**src/rtl/pixel_compositor.sv**
```systemverilog
// Final pixel stage: layer priority with chroma key, end-zone/start-screen select, fade-in, blanking.
// Define PIXEL_COMPOSITOR_FADE_EN to build the START/FADE/PLAY fade-in FSM and channel multiplier.
module pixel_compositor #(
  parameter int unsigned NUM_LAYERS  = 8,
  parameter logic [23:0] KEY_COLOR   = 24'hFF0000,
  parameter int unsigned END_STEP    = 400,
  parameter logic [23:0] END_COLOR   = 24'hFF69B4,
  parameter int unsigned FADE_FRAMES = 16
) (
  input  logic                     Clk,
  input  logic                     Reset,
  input  logic                     frame_clk,
  input  logic                     blank,
  input  logic                     game_on,
  input  logic [8:0]               bg_step,
  input  logic [NUM_LAYERS-1:0]    layer_hit,
  input  logic [24*NUM_LAYERS-1:0] layer_rgb,
  input  logic [23:0]              bg_rgb,
  input  logic [23:0]              start_rgb,
  output logic [7:0]               Red,
  output logic [7:0]               Green,
  output logic [7:0]               Blue,
  output logic                     pix_valid
);

  logic [23:0]      sel_rgb;
  logic             end_zone;
  logic [23:0]      s1_rgb_q;
  logic             s1_blank_q;
  logic [2:0][7:0]  pix_in, pix_out;
  logic [23:0]      out_q;
  logic             valid_q;

  assign end_zone = 32'(bg_step) > END_STEP;

  // Walk from lowest priority upward so the last match is the lowest index.
  always_comb begin
    sel_rgb = end_zone ? END_COLOR : bg_rgb;
    for (int i = NUM_LAYERS - 1; i >= 0; i--) begin
      if (layer_hit[i] && (layer_rgb[24*i +: 24] != KEY_COLOR)) begin
        sel_rgb = layer_rgb[24*i +: 24];
      end
    end
    if (!game_on) begin
      sel_rgb = start_rgb;
    end
  end

  always_ff @(posedge Clk or posedge Reset) begin
    if (Reset) begin
      s1_rgb_q   <= '0;
      s1_blank_q <= 1'b0;
    end else begin
      s1_rgb_q   <= sel_rgb;
      s1_blank_q <= blank;
    end
  end

  assign pix_in = s1_rgb_q;

`ifdef PIXEL_COMPOSITOR_FADE_EN
  localparam int unsigned LvlW  = (FADE_FRAMES > 1) ? $clog2(FADE_FRAMES) : 1;
  localparam int unsigned Shift = $clog2(FADE_FRAMES);

  typedef enum logic [1:0] {StStart, StFade, StPlay} state_e;

  state_e            state_q, state_d;
  logic [LvlW-1:0]   level_q, level_d;
  logic              fclk_q;
  logic              tick;
  logic [LvlW:0]     mult;
  logic [8+LvlW:0]   prod;

  assign tick = frame_clk & ~fclk_q;
  assign mult = {1'b0, level_q} + (LvlW+1)'(1);

  always_comb begin
    state_d = state_q;
    level_d = level_q;
    unique case (state_q)
      StStart: begin
        level_d = '0;
        if (game_on) state_d = StFade;
      end
      StFade: begin
        // A falling game_on takes precedence over a coincident tick.
        if (!game_on) begin
          state_d = StStart;
          level_d = '0;
        end else if (tick) begin
          if (level_q == LvlW'(FADE_FRAMES - 1)) state_d = StPlay;
          else level_d = level_q + LvlW'(1);
        end
      end
      StPlay: begin
        if (!game_on) begin
          state_d = StStart;
          level_d = '0;
        end
      end
      default: begin
        state_d = StStart;
        level_d = '0;
      end
    endcase
  end

  always_ff @(posedge Clk or posedge Reset) begin
    if (Reset) begin
      state_q <= StStart;
      level_q <= '0;
      fclk_q  <= 1'b0;
    end else begin
      state_q <= state_d;
      level_q <= level_d;
      fclk_q  <= frame_clk;
    end
  end

  always_comb begin
    pix_out = pix_in;
    prod    = '0;
    if (state_q == StFade) begin
      for (int c = 0; c < 3; c++) begin
        prod       = (9+LvlW)'(pix_in[c]) * (9+LvlW)'(mult);
        pix_out[c] = prod[Shift +: 8];
      end
    end
    if (!s1_blank_q) begin
      pix_out = '0;
    end
  end
`else
  logic unused_fade;
  assign unused_fade = frame_clk | (FADE_FRAMES == 0);

  always_comb begin
    pix_out = pix_in;
    if (!s1_blank_q) begin
      pix_out = '0;
    end
  end
`endif

  always_ff @(posedge Clk or posedge Reset) begin
    if (Reset) begin
      out_q   <= '0;
      valid_q <= 1'b0;
    end else begin
      out_q   <= pix_out;
      valid_q <= s1_blank_q;
    end
  end

  assign Red       = out_q[23:16];
  assign Green     = out_q[15:8];
  assign Blue      = out_q[7:0];
  assign pix_valid = valid_q;

endmodule

```
**config.mk**
```make
export PLATFORM = sky130hd
export DESIGN_NAME = pixel_compositor
export DESIGN_NICKNAME = d
export VERILOG_FILES = /design/src/rtl/pixel_compositor.sv
export SDC_FILE = /design/constraint.sdc
export NUM_CORES = 1
export LEC_CHECK = 0
export ABC_AREA = 1
export CORE_MARGIN = 3
export CORE_UTILIZATION = 43
export DETAILED_ROUTE_END_ITERATION = 6
export PLACE_DENSITY = 0.95
export SETUP_SLACK_MARGIN = 0.05
export SLEW_MARGIN = 20
export SYNTH_ARGS = -nofsm -noshare
export SYNTH_HDL_FRONTEND = slang
export SYNTH_SLANG_ARGS = --single-unit
```
**constraint.sdc**
```tcl
create_clock -name Clk -period 3.8 [get_ports Clk]
set_input_delay 0.76 -clock Clk [delete_from_list [all_inputs] [get_ports Clk]]
set_output_delay 0.76 -clock Clk [all_outputs]
set_load 0.1 [all_outputs]
```
# --- Word level (Yosys, flattened, before mapping) ---
# Index checks and enable logic that the tools add are counted.
totals:
  in_bits: 262
  elab_cells: 32
  reg_bits: 50
op_classes:
  order_cmp: 1
  eq_ne: 8
  mux: 11
  reduce_logical: 8
ops:
  columns: ["cell", "n"]
  rows:
  - ["24-bit 2-to-1 mux", 11]
  - ["24-bit inequality test (second input constant)", 8]
  - ["9-bit > comparator (second input constant)", 1]
  - ["1-bit logical AND", 8]

# --- Longest topological paths before layout ---
# Gate-level depths: netlist of the first run.
logic_depth:
  word_depth: 11
  depth_mapped: 18
  mapped_depth_nobuf: 17

# --- Least setup slack after synthesis of the first run ---
# No wires, ideal clock.
synth_timing:
  path_type: "input port to flip-flop"
  startpoint: "in layer_rgb[148]"
  endpoint: "reg s1_rgb_q[0] (netlist: pix_in[0])"
  path_slack_ns: 1.749
  path_stages: 15
  setup_time_ns: 0.116
  t_arrival_ns: 1.935
  cell_sequence: "nor2_1 -> nand3_1 -> nor2_2 -> nand3_4 -> nand2_8 -> buf_4 -> nand3_1 -> nand3_1 -> nand3_1 -> nand3_1 -> nand2_1 -> nand2_1 -> nand2_1 -> nand2_1 -> nand2_1"
synth_between:
  elab_chain_cells: 10
synth_rtl:
  columns: ["item", "line_no", "source"]
  rows:
  - ["start: declaration", "17", "input logic [24*NUM_LAYERS-1:0] layer_rgb,"]
  - ["24-bit inequality test", "40", "if (layer_hit[i] && (layer_rgb[24*i +: 24] != KEY_COLOR)) begin"]
  - ["1-bit logical AND", "40", null]
  - ["24-bit 2-to-1 mux (7 in series)", "40", null]
  - ["24-bit 2-to-1 mux", "44", "if (!game_on) begin"]
  - ["named net sel_rgb[0]", "26", "logic [23:0] sel_rgb;"]
  - ["end signal: assignment", "54", "s1_rgb_q <= sel_rgb;"]
  - ["end: declaration", "28", "logic [23:0] s1_rgb_q;"]
# The timed path passes the listed nets, and every way through them passes these cells.

# --- Worst setup path after layout of the first run ---
layout_timing:
  startpoint: "in bg_step[7]"
  endpoint: "reg s1_rgb_q[3] (netlist: pix_in[3])"
layout_between:
  elab_chain_cells: 11
layout_rtl:
  columns: ["item", "line_no", "source"]
  rows:
  - ["start: declaration", "15", "input logic [8:0] bg_step,"]
  - ["9-bit > comparator", "34", "assign end_zone = 32'(bg_step) > END_STEP;"]
  - ["24-bit 2-to-1 mux", "38", "sel_rgb = end_zone ? END_COLOR : bg_rgb;"]
  - ["24-bit 2-to-1 mux (8 in series)", "40", null]
  - ["24-bit 2-to-1 mux", "44", null]
  - ["named net sel_rgb[3]", "26", null]
# The timed path passes the listed nets, and every way through them passes these cells.

==> metrics.txt, run 1 <==
GPL Wtd Cong 0.949; P_leak 4.57 nW; # nets final 1,489; die area 0.0136 mm²; sequential share of the synthesized area 23.7%; Synth Net Count 1,232; Row Count 39; synthesized flop and latch total 50; dpl hpwl 17,900 µm; Seq pwr share 30.3%; largest net degree at the start of global routing 51; Design Area, Final 0.00830 mm²; vias in the first global route 6,607; status complete, no violations; clk sinks 50; Worst Skew 0.00654 ns; Reg clk slew, reported paths 0.06 ns; commonest cells after routing, fill and taps aside 343 x nand2_1, 285 x clkdlybuf4s50_1, 215 x inv_1; Worst EP required 4.02 ns; Levels on crit path 17; PD cells 235 mW/mm²; post-CTS sizing 0; DRT iter0 DRCs 658; Routed WL 21,300 µm; Synth-to-Final Area Change 57.4%; YS warnings 0; H-tree levels 2; Worst-Skew Late Latency 0.29 ns; Mapped Cells 970; max-cap violations 0; Vias 6,961; die extent in x 117 µm; CTS Buffer Depth 2; Congestion Overflow GR 0; critical-path cell list clkdlybuf4s50_1 -> nand2_1 -> inv_1 -> nand2_1 -> o21ai_2 -> nand2_1 -> nand2_1 -> nand3_2 -> nand2_1 -> nand3_1 -> nand2_1 -> nand2_1 -> nand2_1 -> nand2_1 -> nand2_1 -> nand2_1 -> nand2_1; IO buf count 285; ant diodes 0; GRT Resource Usage Total 30.2%; worst rel slew slack 33.1%; Period minus WS final 2.83 ns; fin cells 1,371; setup slack after layout 0.967 ns; worst stage delay on the critical path 0.52 ns; Core Region 0.0117 mm²; first drt pass iteration count 5; hold_buf cts 0; Max Fclk 0.353 GHz; number of remaining DRC errors 0; Worst path top cell family by delay simple AND/OR/NAND/NOR gates; Max Slew Vio Count 0; final setup fails 0; worst hold path class reg2reg; Final period util 74.5%; hold path depth 2; antenna-violating nets left 0; worst-margin pin slew 1.00 ns; Setup CP Type in2reg; # IOs 287; Post-Place Setup Slack 0.729 ns; CP max stage cell o21ai_2; share of cells above drive strength 1 4.40%; Die H 117 µm; Synth Area per Inst 5.44 µm²; Buffers & Inverters on Critical Path 2; R2R cell count 2; Fin. Hold Viols 0; Worst setup SP type primary input; Netlist cell types 30; DR vias/cell 5.08; Post CTS Setup Buffer Count 0; setup TNS 0 ns; clk root buf clkbuf_16; initial core utilization 45.0%; commonest non-fill, non-tap cell in the layout nand2_1; RSZ-0062 raised after global routing no; most used cell, CP nand2_1; final core occ 70.9%; Peak VDD IR 0.187 mV; dpl cells 1,363; Sw Ratio 34.7%; Synth Cell Area 0.00527 mm²; sw power 0.000676 W; CTS tree yes; first-pass GRT wire length 32,200 µm; Combinational Power Share 43.8%; initial antenna violation count 0; Internal Power 0.00127 W; Arr. time, crit path 3.05 ns; CP Max Fanout 15; routed len/inst 15.5 µm; clock power share 25.9%; Cell Area, Placed 0.00813 mm²; Num CTS Buffers 5; CP Capture Type flip-flop
-- power by group through the flow --
stage,combinational (W),sequential (W),clock (W)
finish,0.000854,0.000591,0.000505
global route,0.000926,0.000594,0.000534
CTS,0.000848,0.000590,0.000505
detailed placement,0.000843,0.000600,0
global placement,0.000827,0.000597,0
floorplan,0.000306,0.000731,0
-- final timing paths --
path / start / to / slack [ns]
max: bg_step[7] / pix_in[3] / 0.97
min: pix_in[2] / out_q[2] / 0.44
max reg2reg: s1_blank_q / out_q[15] / 2.56
min reg2reg: pix_in[2] / out_q[2] / 0.44
max in group asynchronous: Reset / pix_in[19] / 2.37
min in group asynchronous: Reset / out_q[9] / 0.94
-- worst min-delay path, stage by stage, from the launching register on --
cell and delay (ns):
dfrtp_1 0.32, nand2_1 0.05, inv_1 0.04
-- synth_stat cells --
master,count,area share (%)
nand2_1,343,24
inv_1,216,15
nand3_1,118,11
o21ai_0,63,6.0
dfrtp_1,50,24
nor2_1,41,2.9
nand4_1,20,2.4
o21ai_1,18,1.7
clkbuf_1,17,1.2
buf_2,15,1.4
or2_2,14,1.7
nor4_1,13,1.5
buf_4,6,0.85
nand3_2,6,1.1
nor2_2,5,0.59
nor3_1,5,0.47
buf_6,3,0.64
buf_8,2,0.57
clkbuf_2,2,0.19
inv_2,2,0.14
nand2_2,2,0.24
a21oi_1,1,0.095
a22oi_1,1,0.14
and2_1,1,0.12
inv_4,1,0.12
nand2_8,1,0.38
nand3_4,1,0.33
nand3b_1,1,0.14
o21ai_2,1,0.17
or2_1,1,0.12
-- flip-flops by register name (all words and copies together), names as in the netlist --
signal and flops:
out_q 24, pix_in 24, pix_valid 1, s1_blank_q 1
-- through the flow --
| stage | power (W) | hold slack, ns |
|---|---|---|
| after floorplan | 0.00104 | 0.409 |
| after global placement | 0.00142 | 0.413 |
| after detailed placement | 0.00144 | 0.419 |
| after CTS | 0.00194 | 0.434 |
| after global routing | 0.00205 | 0.448 |
| final | 0.00195 | 0.438 |
-- final cells by class --
class,instances,area (µm²)
fill,958,3410
multi-input combinational,656,2950
timing repair buffer,295,2930
sequential,50,1250
inverter,219,826
tap,143,179
clock buffer,5,125
clock inverter,3,43.8
-- cells by family after synthesis --
| kind of cell | Yosys count | share of synthesized area, % |
|---|---|---|
| AOI/OAI and AO/OA | 84 | 8.09 |
| buffers and inverters | 264 | 20.5 |
| DFF | 50 | 23.7 |
| and+or+nand+nor | 572 | 47.7 |
-- layer usage --
layer,share of wire (%),track usage [%],vias up
li1,-,-,3462
met1,38,37.0,3076
met2,49,53.6,360
met3,8.0,4.04,63
met4,4.2,11.3,0
met5,0,0,-
Note: power is estimated with default switching activity, not from simulation.
==> run 2: changes to the inputs <==
--- a/config.mk
+++ b/config.mk
@@ -7,9 +7,9 @@
 export LEC_CHECK = 0
 export ABC_AREA = 1
 export CORE_MARGIN = 3
-export CORE_UTILIZATION = 43
+export CORE_UTILIZATION = 36
 export DETAILED_ROUTE_END_ITERATION = 6
-export PLACE_DENSITY = 0.95
+export PLACE_DENSITY = 0.87
 export SETUP_SLACK_MARGIN = 0.05
 export SLEW_MARGIN = 20
 export SYNTH_ARGS = -nofsm -noshare
==> constraint.sdc (replaced) <==
create_clock -name Clk -period 2.5 [get_ports Clk]
set_input_delay 0.5 -clock Clk [delete_from_list [all_inputs] [get_ports Clk]]
set_output_delay 0.5 -clock Clk [all_outputs]
set_load 0.1 [all_outputs]
==> metrics.txt, run 2 (same netlist as run 1, synthesis figures left out) <==
routed len/inst 15.7 µm; CTS tree yes; min-delay src pix_in[0]; RSZ-0062 raised after global routing yes; Row Count 43; Final period util 94.9%; worst r2r src s1_blank_q; Worst-Skew Late Latency 0.30 ns; first-pass GRT wire length 33,800 µm; first drt pass iteration count 7; Period minus WS final 2.37 ns; Layout fillers 1,359; antenna-violating nets left 0; Core Region 0.0141 mm²; Die H 127 µm; CTS Buffer Depth 2; R2R cell count 2; # IOs 287; Routed WL 22,600 µm; GPL Wtd Cong 0.968; status complete, no violations; critical-path cell list clkdlybuf4s50_1 -> nor4_2 -> and2_4 -> nand4_1 -> nand2_4 -> clkbuf_16 -> o21ai_0 -> inv_1 -> nand2_1 -> nand2_1 -> nand2_1 -> nand2_1 -> nand2_1; H-tree levels 2; commonest cells after routing, fill and taps aside 338 x nand2_1, 258 x clkdlybuf4s50_1, 214 x inv_1; max-cap violations 0; ant diodes 0; setup TNS 0 ns; share of cells above drive strength 1 9.53%; largest net degree at the start of global routing 49; clk sinks 50; CP max stage cell clkdlybuf4s50_1; Arr. time, crit path 2.56 ns; DRT iter0 DRCs 672; Synth-to-Final Area Change 65.2%; commonest non-fill, non-tap cell in the layout nand2_1; Pwr Total 0.00299 W; Num CTS Buffers 5; vias in the first global route 6,576; Vias 6,908; # nets final 1,520; worst rel slew slack 43.2%; dpl hpwl 18,600 µm; PD cells 343 mW/mm²; clk root buf clkbuf_16; GRT Resource Usage Total 26.5%; number of remaining DRC errors 0; Reg clk slew, reported paths 0.07 ns; die area 0.0161 mm²; Worst EP required 2.69 ns; hold_buf cts 0; worst stage delay on the critical path 0.45 ns; die extent in x 127 µm; worst-margin pin slew 0.852 ns; Levels on crit path 13; initial antenna violation count 0; Worst setup SP type primary input; final setup fails 0; Worst Skew 0.00538 ns; CP Capture Type flip-flop; Peak VDD IR 0.297 mV; hold path depth 2; worst hold path class reg2reg; Setup CP Type in2reg; initial core utilization 37.4%; Buffers & Inverters on Critical Path 3; Congestion Overflow GR 0; Fin. Hold Viols 0; IO buf count 285; fin cells 1,439; most used cell, CP nand2_1; CP Max Fanout 12; P_leak 4.83 nW; dpl cells 1,426; Max Slew Vio Count 0; Worst path top cell family by delay simple AND/OR/NAND/NOR gates; DR vias/cell 4.80; Max Fclk 0.421 GHz; Critical Path Start layer_rgb[51]
run 2: cell count changes in the layout (fill, tap and decap cells not counted), sizes merged:
cell / delta
clkbuf: +4
clkdlybuf4s50: -27
bufinv: -1
clkinvlp: +3
buf: +52
clkinv: -2
dlymetal6s2s: +2
run 2: cell type report:
class | instances | area [µm²] | area share [%]
multi-input combinational | 656 | 2980 | 34.2
clock inverter | 2 | 16.3 | 0.187
timing repair buffer | 325 | 3260 | 37.5
timing repair inverter | 1 | 7.51 | 0.0862
clock buffer | 6 | 139 | 1.59
sequential | 50 | 1250 | 14.4
tap | 180 | 225 | 2.59
inverter | 219 | 828 | 9.51
run 2: final timing paths:
path	to	slack [ns]
min	out_q[0]	0.43
max in group asynchronous	out_q[13]	1.34
max reg2reg	out_q[5]	1.30
max	pix_in[2]	0.13
min in group asynchronous	out_q[23]	0.62
min reg2reg	out_q[0]	0.43
run 2: layer usage:
layer | routed length, µm | global-route usage [%] | up-vias
li1 | - | - | 3527
met1 | 9510 | 34.1 | 3046
met2 | 11000 | 46.4 | 282
met3 | 1330 | 3.22 | 53
met4 | 784 | 8.26 | 0
met5 | 0 | 0 | -
run 2: timing repair:
action / 4_1_cts / 5_1_grt
gates resized for setup: 0 / 18
endpoints found under the setup margin: 0 / 23
buffers inserted: 0 / 1
run 2: worst register-to-register path: cells and delay by family, from the launching register on:
family,cells,cell delay (ns)
simple gates,1,0.14
flops,1,0.90
buf+inv,1,0.11
run 2: power by group:
| group | total (W) | internal, W | switching [W] |
|---|---|---|---|
| Combinational | 0.00136 | 0.000635 | 0.000723 |
| Clock | 0.000736 | 0.000403 | 0.000333 |
| Sequential | 0.000897 | 0.000872 | 0.0000248 |
| Total | 0.00299 | 0.00191 | 0.00108 |
run 2: per-stage QoR:
step / area, µm² / setup WS [ns] / utilization [%] / hold WS [ns]
2_1_floorplan: 5270 / 0.709 / - / 0.409
3_3_place_gp: 8400 / -0.0884 / 59.6 / 0.415
3_5_place_dp: 8400 / -0.116 / 59.6 / 0.418
4_1_cts: 8550 / 0.180 / 60.7 / 0.433
5_1_grt: 8710 / 0.0120 / 61.8 / 0.458
6_report: 8710 / 0.126 / 61.8 / 0.433
==> run 3: changes to the inputs <==
--- a/config.mk
+++ b/config.mk
@@ -7,11 +7,13 @@
 export LEC_CHECK = 0
 export ABC_AREA = 1
 export CORE_MARGIN = 3
-export CORE_UTILIZATION = 36
+export CORE_UTILIZATION = 37
+export CTS_BUF_LIST = sky130_fd_sc_hd__clkbuf_8
 export DETAILED_ROUTE_END_ITERATION = 6
-export PLACE_DENSITY = 0.87
+export PLACE_DENSITY = 0.89
 export SETUP_SLACK_MARGIN = 0.05
 export SLEW_MARGIN = 20
 export SYNTH_ARGS = -nofsm -noshare
 export SYNTH_HDL_FRONTEND = slang
 export SYNTH_SLANG_ARGS = --single-unit
+export TNS_END_PERCENT = 1
==> metrics.txt, run 3 (same netlist as run 1, synthesis figures left out) <==
die area 0.0157 mm²; Reg clk slew, reported paths 0.08 ns; RSZ-0062 raised after global routing yes; Routed WL 22,300 µm; IO buf count 285; GPL Wtd Cong 0.920; area of the multi-input gates 0.00297 mm²; Num CTS Buffers 5; Synth-to-Final Area Change 64.0%; Arr. time, crit path 2.50 ns; Core Region 0.0136 mm²; setup slack after layout 0.215 ns; Setup CP Type in2reg; FF+latch area 0.00125 mm²; # nets final 1,530; initial core utilization 38.7%; clk root buf clkbuf_8; die extent in x 125 µm; # IOs 287; Final period util 91.4%; status complete, no violations; GRT Max-Usage Layer met2; Max Slew Vio Count 0; Period minus WS final 2.28 ns; final setup fails 0; commonest cells after routing, fill and taps aside 341 x nand2_1, 260 x clkdlybuf4s50_1, 215 x inv_1; Die H 125 µm; number of remaining DRC errors 0; CTS tree yes; Fin. Hold Viols 0; Pwr Total 0.00282 W; GRT Resource Usage Total 27.1%; dpl hpwl 19,000 µm; first-pass GRT wire length 34,100 µm; Congestion Overflow GR 0; met2 usage 47.2%; antenna-violating nets left 0; Row Count 42; Worst-Skew Late Latency 0.32 ns; CP Max Fanout 7; clk sinks 50; Worst EP required 2.71 ns; share of cells above drive strength 1 9.86%; Layout fillers 1,274; setup TNS 0 ns; DR vias/cell 4.88; Vias 7,055; DRT iter0 DRCs 619; PD cells 327 mW/mm²; CTS Buffer Depth 2; routed len/inst 15.4 µm; commonest non-fill, non-tap cell in the layout nand2_1; GRT met3 Usage 3.84%; initial antenna violation count 1; first drt pass iteration count 5; worst rel slew slack 48.3%; Peak VDD IR 0.251 mV; largest net degree at the start of global routing 49; vias in the first global route 6,701; worst hold path class reg2reg; Worst setup SP type primary input; Worst Skew 0.00804 ns; Max Fclk 0.438 GHz; met1 usage 34.2%; max-cap violations 0; CP Capture Type flip-flop; H-tree levels 2; Post-Place Setup Slack -0.127 ns; P_leak 4.81 nW; worst-margin pin slew 0.775 ns
-- run 3: final timing paths --
kind	startpoint	to	slack (ns)	cells past startpoint
max	layer_rgb[104]	pix_in[5]	0.22	14
min	pix_in[1]	out_q[1]	0.44	2
max reg2reg	s1_blank_q	out_q[19]	1.34	2
min reg2reg	pix_in[1]	out_q[1]	0.44	2
max in group asynchronous	Reset	out_q[13]	1.41	3
min in group asynchronous	Reset	out_q[6]	0.51	2
-- run 3: power by group --
group	leakage [nW]	internal (W)	switching [W]	total (W)
clock	0.0542	0.000294	0.000283	0.000577
combinational	4.14	0.000633	0.000717	0.00135
sequential	0.620	0.000871	0.0000247	0.000896
-- run 3: repair_timing --
action | 4_1_cts | 5_1_grt
buffers inserted | 0 | 0
endpoints found under the hold margin | 0 | 0
gates resized for setup | 0 | 10
setup endpoints to repair | 0 | 23
hold buffers | 0 | 0
-- run 3: worst max-delay path: stages --
cell and delay [ns]:
clkdlybuf4s50_1 0.45, nor4_1 0.45, nand4_1 0.17, nand2_2 0.14
inv_1 0.13, buf_4 0.19, nand2_1 0.06, nand2_1 0.05
nand2_1 0.05, nand2_1 0.06, nand2_1 0.07, nand2_1 0.05
nand2_1 0.07, nand2_1 0.05
-- run 3: layer usage --
layer / wire, µm / part of all wire [%] / vias up
li1: - / - / 3547
met1: 9120 / 41 / 3158
met2: 10900 / 49 / 294
met3: 1380 / 6.2 / 56
met4: 886 / 4.0 / 0
met5: 0 / 0 / -
-- run 3: final cells by class --
class / count / share of cell area, %
clock buffer: 5 / 0.796
clock inverter: 2 / 0.449
inverter: 219 / 9.56
timing repair buffer: 336 / 37.8
tap: 176 / 2.55
antenna: 1 / 0.0289
sequential: 50 / 14.5
multi-input combinational: 656 / 34.4
-- run 3: per-stage QoR --
stage | utilization [%] | cell area [µm²] | hold WS [ns] | std cells
finish | 63.5 | 8650 | 0.437 | 1445
global route | 63.5 | 8650 | 0.454 | 1445
CTS | 63.3 | 8610 | 0.442 | 1444
detailed placement | 62.5 | 8500 | 0.422 | 1437
global placement | 62.5 | 8500 | 0.415 | 1437
floorplan | - | 5270 | 0.409 | 970
